**config.mk**
```make
export PLATFORM = sky130hd
export DESIGN_NAME = count_event_fifo
export DESIGN_NICKNAME = d
export VERILOG_FILES = /design/src/rtl/count_mon_pkg.sv /design/src/rtl/event_fifo.sv /design/src/rtl/count_event_fifo.sv
export SDC_FILE = /design/constraint.sdc
export NUM_CORES = 1
export LEC_CHECK = 0
export CAP_MARGIN = 20
export CORE_AREA = 3 3 54 76
export DETAILED_ROUTE_END_ITERATION = 16
export DIE_AREA = 0 0 57 79
export PLACE_DENSITY = 0.8
export SYNTH_ARGS = -nofsm -noshare
export SYNTH_HDL_FRONTEND = slang
export SYNTH_SLANG_ARGS = --single-unit
```
**constraint.sdc**
```tcl
create_clock -name clk_int -period 6.05 [get_ports clk_int]
set_clock_uncertainty 0.1 [all_clocks]
set_input_delay 1.21 -clock clk_int [delete_from_list [all_inputs] [get_ports clk_int]]
set_output_delay 1.21 -clock clk_int [all_outputs]
set_load 0.005 [all_outputs]
```
**src/rtl/count_mon_pkg.sv**
```systemverilog
// rtl/count_mon_pkg.sv - shared event codes and record layout for the count event monitor
//
// Purpose: event type encodings and the packed event record used by the
//          count monitor, its FIFO and anything that decodes ev_data.
// Contents:
//   EV_JUMP / EV_WRAP / EV_MATCH / EV_BOTH : 2-bit event type codes
//   CNT_W_DEF                              : default monitored count width
//   ev_rec_t                               : {ev_type, count} record
package count_mon_pkg;

  localparam int CNT_W_DEF = 4;

  localparam logic [1:0] EV_JUMP  = 2'b00;
  localparam logic [1:0] EV_WRAP  = 2'b01;
  localparam logic [1:0] EV_MATCH = 2'b10;
  localparam logic [1:0] EV_BOTH  = 2'b11;

  typedef struct packed {
    logic [1:0]           ev_type;
    logic [CNT_W_DEF-1:0] count;
  } ev_rec_t;

endpackage

```
**src/rtl/event_fifo.sv**
```systemverilog
// rtl/event_fifo.sv - single-clock FIFO with registered head output
//
// Purpose: buffers event records; the head entry is held in a register so
//          rdata_o is glitch-free and stable while it is not popped.
// Ports:
//   clk_int, reset : clock, asynchronous active-high reset
//   push_i, wdata_i: write request and record; ignored when full unless
//                    a pop happens in the same cycle
//   pop_i          : read request; ignored when empty
//   full_o, empty_o: occupancy flags
//   level_o        : number of stored entries, 0..DEPTH
//   rdata_o        : registered head record
module event_fifo #(
  parameter int DEPTH = 4,
  parameter int WIDTH = 6
) (
  input  logic                     clk_int,
  input  logic                     reset,
  input  logic                     push_i,
  input  logic [WIDTH-1:0]         wdata_i,
  input  logic                     pop_i,
  output logic                     full_o,
  output logic                     empty_o,
  output logic [$clog2(DEPTH):0]   level_o,
  output logic [WIDTH-1:0]         rdata_o
);

  localparam int PTR_W = $clog2(DEPTH);
  localparam int LVL_W = PTR_W + 1;

  logic [WIDTH-1:0] mem [DEPTH];
  logic [PTR_W-1:0] wr_ptr_q, rd_ptr_q, rd_nxt;
  logic [LVL_W-1:0] level_q, level_d;
  logic [WIDTH-1:0] head_q, head_d;
  logic             wr_en, rd_en;

  always_comb begin
    empty_o = (level_q == '0);
    full_o  = (level_q == LVL_W'(DEPTH));
    rd_en   = pop_i && !empty_o;
    // A full FIFO still takes a write when the head leaves in the same cycle.
    wr_en   = push_i && (!full_o || rd_en);
    rd_nxt  = rd_ptr_q + 1'b1;

    // Head register tracks whatever entry will be at rd_ptr after this edge.
    // With a single stored entry being popped, the only candidate is the
    // incoming write (mem[rd_nxt] would be stale).
    head_d = head_q;
    if (rd_en) begin
      if (level_q == LVL_W'(1)) begin
        if (wr_en) head_d = wdata_i;
      end else begin
        head_d = mem[rd_nxt];
      end
    end else if (wr_en && empty_o) begin
      head_d = wdata_i;
    end

    level_d = level_q;
    case ({wr_en, rd_en})
      2'b10:   level_d = level_q + 1'b1;
      2'b01:   level_d = level_q - 1'b1;
      default: level_d = level_q;
    endcase
  end

  always_ff @(posedge clk_int or posedge reset) begin
    if (reset) begin
      wr_ptr_q <= '0;
      rd_ptr_q <= '0;
      level_q  <= '0;
      head_q   <= '0;
    end else begin
      if (wr_en) wr_ptr_q <= wr_ptr_q + 1'b1;
      if (rd_en) rd_ptr_q <= rd_nxt;
      level_q <= level_d;
      head_q  <= head_d;
    end
  end

  // Storage is intentionally not reset.
  always_ff @(posedge clk_int) begin
    if (wr_en) mem[wr_ptr_q] <= wdata_i;
  end

  assign level_o = level_q;
  assign rdata_o = head_q;

endmodule

```
**src/rtl/count_event_fifo.sv**
```systemverilog
// rtl/count_event_fifo.sv - classifies counter transitions and queues event records
//
// Purpose: samples count every cycle, detects WRAP / MATCH / BOTH / JUMP
//          transitions against the previous sample and buffers
//          {type, count} records in event_fifo.
// Ports:
//   clk_int, reset : clock, asynchronous active-high reset
//   count          : monitored counter value
//   match_val      : threshold compared against count
//   ev_valid       : head record available
//   ev_ready       : consumer accepts the head record
//   ev_data        : head record {type[1:0], count}
//   level          : FIFO occupancy
//   overflow       : sticky, a record was dropped
//   clr_ovf        : clears overflow (a same-cycle drop wins)
module count_event_fifo
  import count_mon_pkg::*;
#(
  parameter int DEPTH = 4,
  parameter int CNT_W = 4
) (
  input  logic                   clk_int,
  input  logic                   reset,
  input  logic [CNT_W-1:0]       count,
  input  logic [CNT_W-1:0]       match_val,
  output logic                   ev_valid,
  input  logic                   ev_ready,
  output logic [CNT_W+1:0]       ev_data,
  output logic [$clog2(DEPTH):0] level,
  output logic                   overflow,
  input  logic                   clr_ovf
);

  logic [CNT_W-1:0] prev_count_q, prev_inc;
  logic             prev_vld_q;
  logic             overflow_q, overflow_d;
  logic             changed, is_wrap, is_match, is_seq;
  logic             ev_push, pop, drop;
  logic [1:0]       ev_type;
  logic             fifo_full, fifo_empty;

  always_comb begin
    prev_inc = prev_count_q + 1'b1;
    changed  = prev_vld_q && (count != prev_count_q);
    is_wrap  = (prev_count_q == '1) && (count == '0);
    is_match = (count == match_val);
    is_seq   = (count == prev_inc);

    // Priority: BOTH > WRAP > MATCH > JUMP; an in-sequence step is silent.
    ev_type = EV_JUMP;
    ev_push = 1'b0;
    if (changed) begin
      if (is_wrap && is_match) begin
        ev_type = EV_BOTH;
        ev_push = 1'b1;
      end else if (is_wrap) begin
        ev_type = EV_WRAP;
        ev_push = 1'b1;
      end else if (is_match) begin
        ev_type = EV_MATCH;
        ev_push = 1'b1;
      end else if (!is_seq) begin
        ev_type = EV_JUMP;
        ev_push = 1'b1;
      end
    end

    pop  = ev_valid && ev_ready;
    drop = ev_push && fifo_full && !pop;

    overflow_d = overflow_q;
    if (drop)         overflow_d = 1'b1;
    else if (clr_ovf) overflow_d = 1'b0;
  end

  always_ff @(posedge clk_int or posedge reset) begin
    if (reset) begin
      prev_count_q <= '0;
      prev_vld_q   <= 1'b0;
      overflow_q   <= 1'b0;
    end else begin
      prev_count_q <= count;
      prev_vld_q   <= 1'b1;
      overflow_q   <= overflow_d;
    end
  end

  event_fifo #(
    .DEPTH (DEPTH),
    .WIDTH (CNT_W + 2)
  ) u_fifo (
    .clk_int (clk_int),
    .reset   (reset),
    .push_i  (ev_push),
    .wdata_i ({ev_type, count}),
    .pop_i   (ev_ready),
    .full_o  (fifo_full),
    .empty_o (fifo_empty),
    .level_o (level),
    .rdata_o (ev_data)
  );

  assign ev_valid = !fifo_empty;
  assign overflow = overflow_q;

endmodule

```
# Word-level counts from Yosys, hierarchy flattened
# Memory sizes are Yosys's and may differ from the RTL's.
# Cells that the tools add are included.
[totals]
output_inout_bits = 11
ram_bits = 24
inputBits = 12
register_bits = 19
mem_count = 1
[mem_list]
columns = ["memory", "words", "word_bits", "rd", "rd_clocked_by_memory_dff", "wr", "line", "rtl"]
rows = [
  ["u_fifo.mem", 4, 6, 1, 0, 1, "event_fifo.sv:31", "logic [WIDTH-1:0] mem [DEPTH];"],
]
[op_classes]
n_addsub = 5
reduce_logical = 18
eq_ne = 9
n_mux = 18
[op_table]
columns = ["operator", "n"]
rows = [
  ["6-bit two-way mux", 4],
  ["1-bit two-way mux", 9],
  ["4-bit equality test", 2],
  ["1-bit logical AND", 8],
  ["2-bit two-way mux", 4],
  ["3-bit one-hot mux with 2 select lines", 1],
  ["2-bit nonzero test", 3],
  ["2-bit by 1-bit adder with 2-bit output, second input constant", 2],
  ["4-bit by 1-bit adder with 4-bit output, second input constant", 1],
  ["4-bit equality test, second input constant", 1],
  ["4-bit logical NOT", 1],
  ["4-bit inequality test", 1],
  ["3-bit by 1-bit adder with 3-bit output, second input constant", 1],
  ["3-bit by 1-bit equality test with 1-bit output, second input constant", 1],
  ["3-bit equality test, second input constant", 1],
  ["1-bit logical NOT", 3],
  ["3-bit logical NOT", 1],
  ["3-bit by 2-bit inequality test with 1-bit output, second input constant", 1],
  ["3-bit by 1-bit subtractor with 3-bit output, second input constant", 1],
  ["2-bit by 1-bit equality test with 1-bit output, second input constant", 1],
  ["2-bit equality test, second input constant", 1],
  ["2-bit AND reduction", 1],
  ["1-bit logical OR", 1],
]

# Depth between registers and ports, before layout
[depth]
depth_word = 11
mapped_depth = 11

# Modules after synthesis
# A second synthesis with hierarchy kept.
[hier_totals]
hier_cells = 159
hier_area_um2 = 2090.8
[by_module_without_submodules]
columns = ["mod", "cells_per_inst", "instances", "seq_area_each_um2", "area_per_inst_um2"]
rows = [
  ["event_fifo", 118, 1, 1046.0, 1686.6],
  ["count_event_fifo", 41, 1, 150.1, 404.1],
]

# Worst setup path before layout
# OpenSTA, ideal clock, no wires.
[synth_timing]
path_kind = "input -> register"
startpoint = "input port count[3]"
endpoint = "register u_fifo.level_q[2], in the netlist u_fifo.level_o[2]"
slack_ns = 3.031
setup_time_ns = 0.079
path_stages = 9
t_required_ns = 5.871
n_path_buf = 1
arrival_time_ns = 2.840
path_cell_list = "nor4b_1 a311oi_1 o2111ai_1 and3b_1 buf_6 inv_1 ha_1 nor2_1 xor2_1"
[synth_between]
elab_chain_cells = 9
elab_cells_between_ends = 17
[synth_rtl]
columns = ["element", "line", "rtl"]
rows = [
  ["from (decl)", "count_event_fifo.sv:24", "input logic [CNT_W-1:0] count,"],
  ["4-bit equality test", "count_event_fifo.sv:47", "is_seq = (count == prev_inc);"],
  ["1-bit two-way mux", "count_event_fifo.sv:62", "end else if (!is_seq) begin"],
  ["1-bit two-way mux", "count_event_fifo.sv:59", "end else if (is_match) begin"],
  ["1-bit two-way mux", "count_event_fifo.sv:56", "end else if (is_wrap) begin"],
  ["1-bit two-way mux", "count_event_fifo.sv:53", "if (is_wrap && is_match) begin"],
  ["1-bit two-way mux *", "count_event_fifo.sv:52", "if (changed) begin"],
  ["1-bit logical AND *", "event_fifo.sv:42", "wr_en = push_i && (!full_o || rd_en);"],
  ["2-bit by 1-bit equality test with 1-bit output or 2-bit equality test (tied branches)", "event_fifo.sv:60", "case ({wr_en, rd_en})"],
  ["3-bit one-hot mux with 2 select lines or 2-bit nonzero test (tied branches)", "-", ""],
  ["to (signal assigned)", "event_fifo.sv:76", "level_q <= level_d;"],
  ["to (decl)", "event_fifo.sv:33", "logic [LVL_W-1:0] level_q, level_d;"],
]
# Every way passes the cells marked *; elsewhere a longest branch is shown, timed or not.
# A chain may end at the register's enable or synchronous reset.

# Worst setup path after layout
[layout_timing]
startpoint = "input port count[0]"
endpoint = "register u_fifo.level_q[2], in the netlist u_fifo.level_o[2]"
# The elaborated chain is that of the path after synthesis.

==> qor.csv <==
stage,metric,value,unit
clock_network,clock root cell,clkbuf_8,
synthesis,syn_nets,155,
setup_path,Worst Reg-to-Reg Cells,7,
power,P_sw,0.298,mW
sta,Total Neg Setup Slack,0,ps
detailed_routing,DRT met1 WL,1.44,mm
detailed_routing,vias post-DR,1135,
synthesis,commonest cells in the netlist,"24 x edfxtp_1, 19 x dfrtp_1, 10 x ha_1",
synthesis,Post-synth ARST share,44.2,%
global_route,GRT overflow,0,
setup_path,Critical R2R Launch,u_fifo.level_o[0],
cells_and_area,share of cells above drive strength 1,15.0,%
cells_and_area,Layout Nets,181,
global_route,vias in the first global route,1261,
detailed_routing,WL met2,2.00,mm
setup_path,CP Capture Point,u_fifo.level_o[2],
place,DP Wirelength,2.65,mm
sta,Max Slew Vio Count,0,
setup_path,Crit. End Element,flip-flop,
sta,minimum clock period,3750,ps
sta,Tightest Pin Transition,736,ps
power,Clk network pwr share,24.3,%
setup_path,CP required,6170,ps
clock_network,# resized after CTS,0,
setup_path,critical path peak fanout,9,
synthesis,most frequent cell after synthesis,edfxtp_1,
global_route,antenna violations before repair,0,
clock_network,clock sinks,43,
detailed_routing,First DRT Iteration DRCs,45,
place,buffers added on ports,22,
sta,Relative slew margins,50.6,%
power,Seq pwr share,43.3,%
synthesis,count of cell types in the netlist,34,
clock_network,htree depth,2,
detailed_routing,Initial DRT Pass Iterations,4,
clock_network,worst skew pair latency,290,ps
floorplanning,Initial Utilization,58.6,%
setup_path,critical path's slowest cell,clkdlybuf4s50_1,
place,GPL Wtd Cong,0.775,
synthesis,syn avg cell area,15.2,um^2
clock_network,post-CTS setup buffers,0,
setup_path,r2r endpoint,u_fifo.rdata_o[5],
clock_network,cts hold-fix bufs,0,
min_path,Worst Hold Class,reg2reg,
power,Power Dens Cells,442,nW/um^2
global_route,Total GRT Usage,18.5,%
job,Max-Cap Viols,0,
cells_and_area,n_diodes,0,
clock_network,Max Root-Sink Buffers,2,
setup_path,CP peak stage delay,610,ps
setup_path,crit path buf inv count,2,
synthesis,Synth Instances,133,
detailed_routing,uppermost layer routed,met4,
setup_path,Crit path depth,9,
synthesis,post-synth top area share,35.8,%
power,Net Sw Frac,28.1,%
floorplanning,DIE AREA,4500,um^2
floorplanning,I/O pin total,23,
floorplanning,# rows,25,
synthesis,synth warn,0,
detailed_routing,vias per cell,5.68,
detailed_routing,drc violations,0,
setup_path,Worst setup SP type,input port,
detailed_routing,routed len/inst,18.2,um
setup_path,crit path DAT,3870,ps
detailed_routing,post-route ant nets,0,
synthesis,Post-synth EDFFs,24,
synthesis,sequential area share after synthesis,59.3,%
global_route,first-pass GRT wire length,6.11,mm
floorplanning,core area,3440,um^2
power,cell-internal power,0.763,mW
global_route,pin count of the biggest net entering global routing,20,
setup_path,cell family with most CP delay,simple AND/OR/NAND/NOR gates,
power,Comb pwr share,32.4,%
clock_network,TritonCTS Buffers,5,
power,Lkg Pwr,0.919,nW
cells_and_area,final design utilization,69.7,%
clock_network,CTS tree,yes,
status,outcome,"complete, no violations",
floorplanning,die height,79,um
synthesis,"area leader, netlist",edfxtp_1,
sta,RSZ-0062 raised after global routing,false,
setup_path,reg2reg setup slack,3490,ps
synthesis,largest cells by area after synthesis,"edfxtp_1 36%, dfrtp_1 24%, mux4_2 6.7%",
sta,fmax,0.267,GHz
power,Peak VDD IR,0.311,mV
synthesis,post-synthesis cell area,2020,um^2
cells_and_area,# fillers,238,
clock_network,"Clk pin slew, worst setup/hold paths",80,ps
setup_path,Crit Path Class,in2reg,
cells_and_area,Layout area overhead,19.1,%
synthesis,Yosys reg bits,43,
detailed_routing,Post-Route WL,3.63,mm
sta,"Hold Violations, Final",0,
setup_path,sequence of cells on the critical path,clkdlybuf4s50_1 > nor4b_1 > a311oi_1 > o2111ai_1 > and3b_1 > inv_1 > ha_1 > nor2_1 > xor2_1,
detailed_routing,met3 routed WL,128,um
synthesis,ys flop type,edfxtp_1,
setup_path,Worst Setup SP,count[0],
sta,period utilization,62.0,%
sta,setup violators final,0,
floorplanning,Die X,57,um
cell families (layout without fill, tap and decap cells):
group	after synthesis	count (layout)	share of synthesized area (%)
xor+xnor	17	17	7.39
mux	20	20	14.6
compound gates	9	9	3.41
fa+ha+maj	10	10	6.21
other cells	1	1	0.186
simple gates	23	23	6.58
buf+inv	10	37	2.23
flops	43	43	59.3
sequential cells by signal, indices dropped and copies added, names as in the netlist:
| register | count |
|---|---|
| prev_count_q | 4 |
| u_fifo.wr_ptr_q | 2 |
| u_fifo.mem | 24 |
| overflow | 1 |
| prev_vld_q | 1 |
| u_fifo.level_o | 3 |
| u_fifo.rdata_o | 6 |
| u_fifo.rd_ptr_q | 2 |
power groups by stage:
stage,clock (mW),combinational [mW],sequential [mW]
after floorplan,0,0.242,0.434
after CTS,0.261,0.350,0.463
after detailed placement,0,0.348,0.468
final,0.258,0.343,0.460
after global routing,0.276,0.381,0.474
after global placement,0,0.338,0.458
placed cells by master, fill, tap and decap left out, types with 4 or more instances in the layout:
cell type	Yosys	routed
mux2_2	8	8
mux2_1	4	4
xnor2_1	9	9
inv_1	7	7
and2_1	7	7
dfrtp_1	19	19
xor2_1	8	8
mux4_2	6	6
clkbuf_8	0	5
ha_1	10	10
edfxtp_1	24	24
clkdlybuf4s50_1	0	22
layout make-up:
type | count | area, um^2 | share of cell area [%]
Timing Repair Buffer | 22 | 220 | 9.18
Clock buffer | 6 | 72.6 | 3.02
Tap cell | 40 | 50.0 | 2.09
Inverter | 7 | 26.3 | 1.09
Sequential cell | 43 | 1200 | 49.8
Clock inverter | 2 | 60.1 | 2.50
Multi-Input combinational cell | 80 | 774 | 32.3
per-layer routing:
layer  track usage (%)  vias up
li1                  -      532
met4              9.05        0
met5                 0        -
met1              21.9      571
met3              4.39        6
met2              31.1       26
metrics by stage:
step	hold WS [ps]	setup WS (ps)	area [um^2]	std cells	total power [mW]
after floorplan	389	3030	2020	133	0.676
after global placement	379	2250	2270	192	0.796
after detailed placement	396	2060	2270	192	0.816
after CTS	414	2350	2400	200	1.07
after global routing	425	2160	2400	200	1.13
final	412	2300	2400	200	1.06
worst min-delay path by stage:
| stage | startpoint | depth (start not counted) | slack, ps | endpoint |
|---|---|---|---|---|
| floorplan | u_fifo.rdata_o[0] | 1 | 390 | u_fifo.rdata_o[0] |
| global route | u_fifo.rdata_o[0] | 1 | 420 | u_fifo.rdata_o[0] |
| finish | u_fifo.rdata_o[1] | 1 | 410 | u_fifo.rdata_o[1] |
| detailed placement | u_fifo.rdata_o[4] | 1 | 400 | u_fifo.rdata_o[4] |
| global placement | u_fifo.rdata_o[2] | 1 | 380 | u_fifo.rdata_o[2] |
| CTS | u_fifo.rdata_o[4] | 1 | 410 | u_fifo.rdata_o[4] |
Power figures use the tool's default switching activity.
